File: src/rtl/uart_tx_fifo.sv
// Byte FIFO and issue controller feeding uart_send over its DATA/DATA_READY/IDLE handshake.
// Writes that arrive while the FIFO is full are dropped and raise a sticky OVERFLOW flag.
module uart_tx_fifo #(
  parameter int ADDR_WIDTH = 4
) (
  input  logic                  CLK,
  input  logic                  RST_N,
  input  logic [7:0]            WR_DATA,
  input  logic                  WR_EN,
  output logic                  FULL,
  output logic                  EMPTY,
  output logic [ADDR_WIDTH:0]   COUNT,
  output logic                  OVERFLOW,
  input  logic                  CLR_OVERFLOW,
  output logic [7:0]            TX_DATA,
  output logic                  TX_DATA_READY,
  input  logic                  TX_IDLE
);

  localparam int DEPTH = 2 ** ADDR_WIDTH;
  localparam logic [ADDR_WIDTH-1:0] PTR_ONE   = {{(ADDR_WIDTH-1){1'b0}}, 1'b1};
  localparam logic [ADDR_WIDTH:0]   COUNT_ONE = {{ADDR_WIDTH{1'b0}}, 1'b1};
  localparam logic [ADDR_WIDTH:0]   COUNT_MAX = {1'b1, {ADDR_WIDTH{1'b0}}};
  localparam logic [ADDR_WIDTH:0]   COUNT_ZERO = {(ADDR_WIDTH+1){1'b0}};

  typedef enum logic [1:0] {
    S_WAIT  = 2'd0,
    S_ISSUE = 2'd1,
    S_HOLD  = 2'd2
  } state_t;

  logic [7:0]            mem_r [DEPTH];
  logic [ADDR_WIDTH-1:0] wr_ptr_r;
  logic [ADDR_WIDTH-1:0] rd_ptr_r;
  logic [ADDR_WIDTH:0]   count_r;
  logic                  full_r;
  logic                  empty_r;
  logic                  overflow_r;
  logic [7:0]            tx_data_r;
  logic                  tx_ready_r;
  state_t                state_r;

  state_t                state_s;
  logic [7:0]            tx_data_s;
  logic                  tx_ready_s;
  logic [ADDR_WIDTH:0]   count_s;
  logic                  wr_s;
  logic                  drop_s;
  logic                  pop_s;

  // FULL is the registered flag, so a pop in the same cycle never rescues a write.
  assign wr_s   = WR_EN & ~full_r;
  assign drop_s = WR_EN & full_r;
  assign pop_s  = (state_r == S_ISSUE) & TX_IDLE;

  // Issue FSM: next state and next values of the registered handshake outputs.
  always_comb begin
    state_s    = state_r;
    tx_data_s  = tx_data_r;
    tx_ready_s = 1'b0;
    case (state_r)
      S_WAIT: begin
        if (!empty_r && TX_IDLE) begin
          tx_data_s  = mem_r[rd_ptr_r];
          tx_ready_s = 1'b1;
          state_s    = S_ISSUE;
        end else begin
          state_s = S_WAIT;
        end
      end
      S_ISSUE: begin
        if (TX_IDLE) begin
          tx_ready_s = 1'b0;
          state_s    = S_HOLD;
        end else begin
          tx_ready_s = 1'b1;
          state_s    = S_ISSUE;
        end
      end
      S_HOLD: begin
        state_s = S_WAIT;
      end
      default: begin
        state_s = S_WAIT;
      end
    endcase
  end

  // Occupancy update; a write and a pop in the same cycle cancel out.
  always_comb begin
    count_s = count_r;
    case ({wr_s, pop_s})
      2'b10:   count_s = count_r + COUNT_ONE;
      2'b01:   count_s = count_r - COUNT_ONE;
      default: count_s = count_r;
    endcase
  end

  // Byte storage; contents need no reset since the pointers define validity.
  always_ff @(posedge CLK) begin
    if (wr_s) begin
      mem_r[wr_ptr_r] <= WR_DATA;
    end
  end

  // Pointers, occupancy flags, overflow flag and FSM registers.
  always_ff @(posedge CLK) begin
    if (!RST_N) begin
      wr_ptr_r   <= {ADDR_WIDTH{1'b0}};
      rd_ptr_r   <= {ADDR_WIDTH{1'b0}};
      count_r    <= COUNT_ZERO;
      full_r     <= 1'b0;
      empty_r    <= 1'b1;
      overflow_r <= 1'b0;
      tx_data_r  <= 8'h00;
      tx_ready_r <= 1'b0;
      state_r    <= S_WAIT;
    end else begin
      if (wr_s) begin
        wr_ptr_r <= wr_ptr_r + PTR_ONE;
      end
      if (pop_s) begin
        rd_ptr_r <= rd_ptr_r + PTR_ONE;
      end
      count_r <= count_s;
      full_r  <= (count_s == COUNT_MAX);
      empty_r <= (count_s == COUNT_ZERO);
      if (drop_s) begin
        overflow_r <= 1'b1;
      end else if (CLR_OVERFLOW) begin
        overflow_r <= 1'b0;
      end
      tx_data_r  <= tx_data_s;
      tx_ready_r <= tx_ready_s;
      state_r    <= state_s;
    end
  end

  assign FULL          = full_r;
  assign EMPTY         = empty_r;
  assign COUNT         = count_r;
  assign OVERFLOW      = overflow_r;
  assign TX_DATA       = tx_data_r;
  assign TX_DATA_READY = tx_ready_r;

endmodule

File: config.mk
export PLATFORM = sky130hd
export DESIGN_NAME = uart_tx_fifo
export DESIGN_NICKNAME = d
export VERILOG_FILES = /design/src/rtl/uart_tx_fifo.sv
export SDC_FILE = /design/constraint.sdc
export NUM_CORES = 1
export LEC_CHECK = 0
export BUFFER_PORTS_ARGS = -buffer_cell sky130_fd_sc_hd__buf_4
export CORE_MARGIN = 4
export CORE_UTILIZATION = 40
export CTS_CLUSTER_SIZE = 16
export DETAILED_ROUTE_END_ITERATION = 6
export GPL_ROUTABILITY_DRIVEN = 0
export PLACE_DENSITY = 0.6
export SYNTH_ARGS = -nofsm -noshare
export SYNTH_HDL_FRONTEND = slang
export SYNTH_SLANG_ARGS = --single-unit
File: constraint.sdc
create_clock -name CLK -period 6.6 [get_ports CLK]
set_input_delay 0.99 -clock CLK [delete_from_list [all_inputs] [get_ports CLK]]
set_output_delay 0.99 -clock CLK [all_outputs]
set_load 0.01 [all_outputs]
==> flow_summary.yaml <==
setup_path:
  r2r_cells: 11
  cp_max_fo: 8
  arrival_ps: 3480
  crit_type: "in2reg"
  end_kind: "flip-flop"
  startpoint_type: "input port"
  critPathRequiredTime_ps: 6940
hold_path:
  min_path_type: "reg2reg"
  hold_path_depth: 2
clocking:
  cts_resized: 0
  clk_path_buf_depth: 2
  h-tree-depth: 4
  cts_tree: "yes"
  insertion_delay_ps: 420
  root_buffer: "clkbuf_16"
  clk_pin_slew_ps: 60
  cts_buffers: 17
  cts_hold_buf: 0
  cts_sinks: 154
  cts_setup_buffers: 0
die:
  pin_count: 30
  rows: 45
  start_util_pct: 40.8
  fp.dieH_um: 133
  die-area_mm2: 0.0176
  die_w_um: 133
  core_area_mm2: 0.0152
sta:
  fmax_ghz: 0.318
  relSlewSlack_pct: 38.9
  finClkSkew_ps: 6.22
  hold_viol_final: 0
  setup_tns_ps: 0
  finalCritPeriodShare_pct: 47.7
  worst_slew_pin_slew_ps: 914
  min_period_ps: 3150
  rsz0062_at_grt: "false"
  setup_viol: 0
  drv_slew: 0
drt:
  routed_wl_um: 11800
  vias: 3106
  drt_iter0_markers: 202
  routed_via_density: 5.34
  drc_errors: 0
  dr.pass1.iters: 4
  ant_nets: 0
  wl_per_cell_um: 20.4
layout:
  n_antenna_cell: 0
  drive_gt1_share_pct: 27.4
  finalNetCount: 402
  area_growth_pct: 15.7
  num-fill-cells: 1276
  postLayoutCoreUtil_pct: 47.2
logic_synthesis:
  yosys_warnings: 0
  synthDistinctLibCells: 41
  synthFlopType: "edfxtp_1"
  synth-edff-count: 128
  syn_nets: 367
  yosys.area.top_type_share_pct: 62.0
  ys_ff_latch: 154
  ys_seq_area_share_pct: 70.4
  avgSynthCellArea_um2: 17.9
  async_flop_share_pct: 0
  synth_largest_area_cell: "edfxtp_1"
  netlist_top_cells_area: "edfxtp_1, mux4_2, dfxtp_1, nand2_1, ha_1"
  synth_cells: 347
  syn_area_mm2: 0.00620
run_status:
  status: "finished, final reports clean"
placed_design:
  portBuffers: 29
  hpwl_um: 7710
global_routing:
  grt.overflow.total: 0
  antenna_found_initial: 0
  grt_pass1_wl_um: 18900
  grt_pass1_vias: 3208
  grt_max_degree: 36
  track_usage_pct: 14.5
power:
  leakage_uw: 0.00233
  ir_worst_vdd_mv: 0.180
  powerDensity_mw_per_mm2: 301
job:
  maxCapViolCount: 0
layer usage:
| metal | share of wire, % | GRT usage, % |
|---|---|---|
| met3 | 4.0 | 4.22 |
| met5 | 0 | 0 |
| met1 | 46 | 19.9 |
| met2 | 48 | 22.1 |
| met4 | 1.4 | 5.66 |
registers in the layout (all words and copies together) (netlist names):
name	cells
EMPTY	1
wr_ptr_r	4
OVERFLOW	1
TX_DATA	8
mem_r	128
FULL	1
COUNT	5
state_r	2
rd_ptr_r	4
path summary, 6_finish.rpt:
path	slack, ps	start	end
worst max register to register	3770	FULL$_SDFF_PN0_	FULL$_SDFF_PN0_
worst max-delay path	3450	WR_EN	FULL$_SDFF_PN0_
worst min register to register	460	TX_DATA[5]$_SDFFE_PN0P_	TX_DATA[5]$_SDFFE_PN0P_
worst min-delay path	460	TX_DATA[5]$_SDFFE_PN0P_	TX_DATA[5]$_SDFFE_PN0P_
cells in the mapped netlist, types with 2 or more instances:
master and n:
mux2i_1 2, clkbuf_1 8, nand2_1 28, a21oi_1 3, edfxtp_1 128, nor2_1 14
mux4_2 40, nor3_1 6, inv_1 5, xnor2_1 7, ha_1 7, o21bai_1 2
nor3b_1 2, a21boi_1 8, or3_1 2, nand4_1 3, buf_1 5, buf_6 5
a21boi_0 3, and2_1 9, nand2b_1 6, xor2_1 4, o21ai_0 2, nor2b_1 6
dfxtp_1 26
kinds of logic after synthesis:
group / Yosys count / synth area share, %
DFF: 154 / 70.4
and+or+nand+nor: 82 / 6.68
muxes: 42 / 14.8
buffers and inverters: 26 / 2.22
AOI/OAI and AO/OA: 25 / 2.94
xor gates and xnor gates: 11 / 1.55
adders and majority gates: 7 / 1.41
worst max-delay path, stage by stage:
cell and delay [ps]:
buf_4 80, nor2b_1 500, inv_2 150, and2_2 260
xor2_1 150, ha_1 200, nor2b_1 170, a32oi_1 100
or3_1 340, a21oi_2 190, xnor2_1 100, nor4b_2 250
final cells by class:
cell class	instances	area, um2	share of cell area [%]
sequential	154	4370	60.8
multi-input combinational	167	1700	23.7
clock buffer	19	433	6.03
timing repair buffer	36	270	3.77
tap	188	235	3.28
clock inverter	12	150	2.09
inverter	6	22.5	0.314
cells in the final DEF (no fill, tap or decap), types with 5 or more instances in the layout:
cell       netlist  routed
clkbuf_16        0      17
inv_1            5       5
and2_1           9       9
xnor2_1          7       7
nand2b_1         6       6
nor2_1          14      14
nand2_1         28      28
ha_1             7       7
nor3_1           6       6
edfxtp_1       128     128
a21boi_1         8       8
mux4_2          40      40
nor2b_1          6       6
buf_4            0      36
dfxtp_1         26      25
where the power goes:
group	leakage, uW	internal, uW	switching (uW)
Combinational	0.000692	54.7	63.8
Clock	0.000271	590	371
Sequential	0.00137	1070	11.4
Total	0.00233	1720	447
through the flow:
step           setup slack [ps]  instances  instance area (um2)  total power, uW  hold WS (ps)
2_1_floorplan              3610        347                 6200             1180           427
3_3_place_gp               3150        551                 6600             1220           445
3_5_place_dp               3040        551                 6600             1220           456
4_1_cts                    3450        582                 7180             2180           464
5_1_grt                    3180        582                 7180             2240           483
6_report                   3450        582                 7180             2160           462
Power figures use the tool's default switching activity.
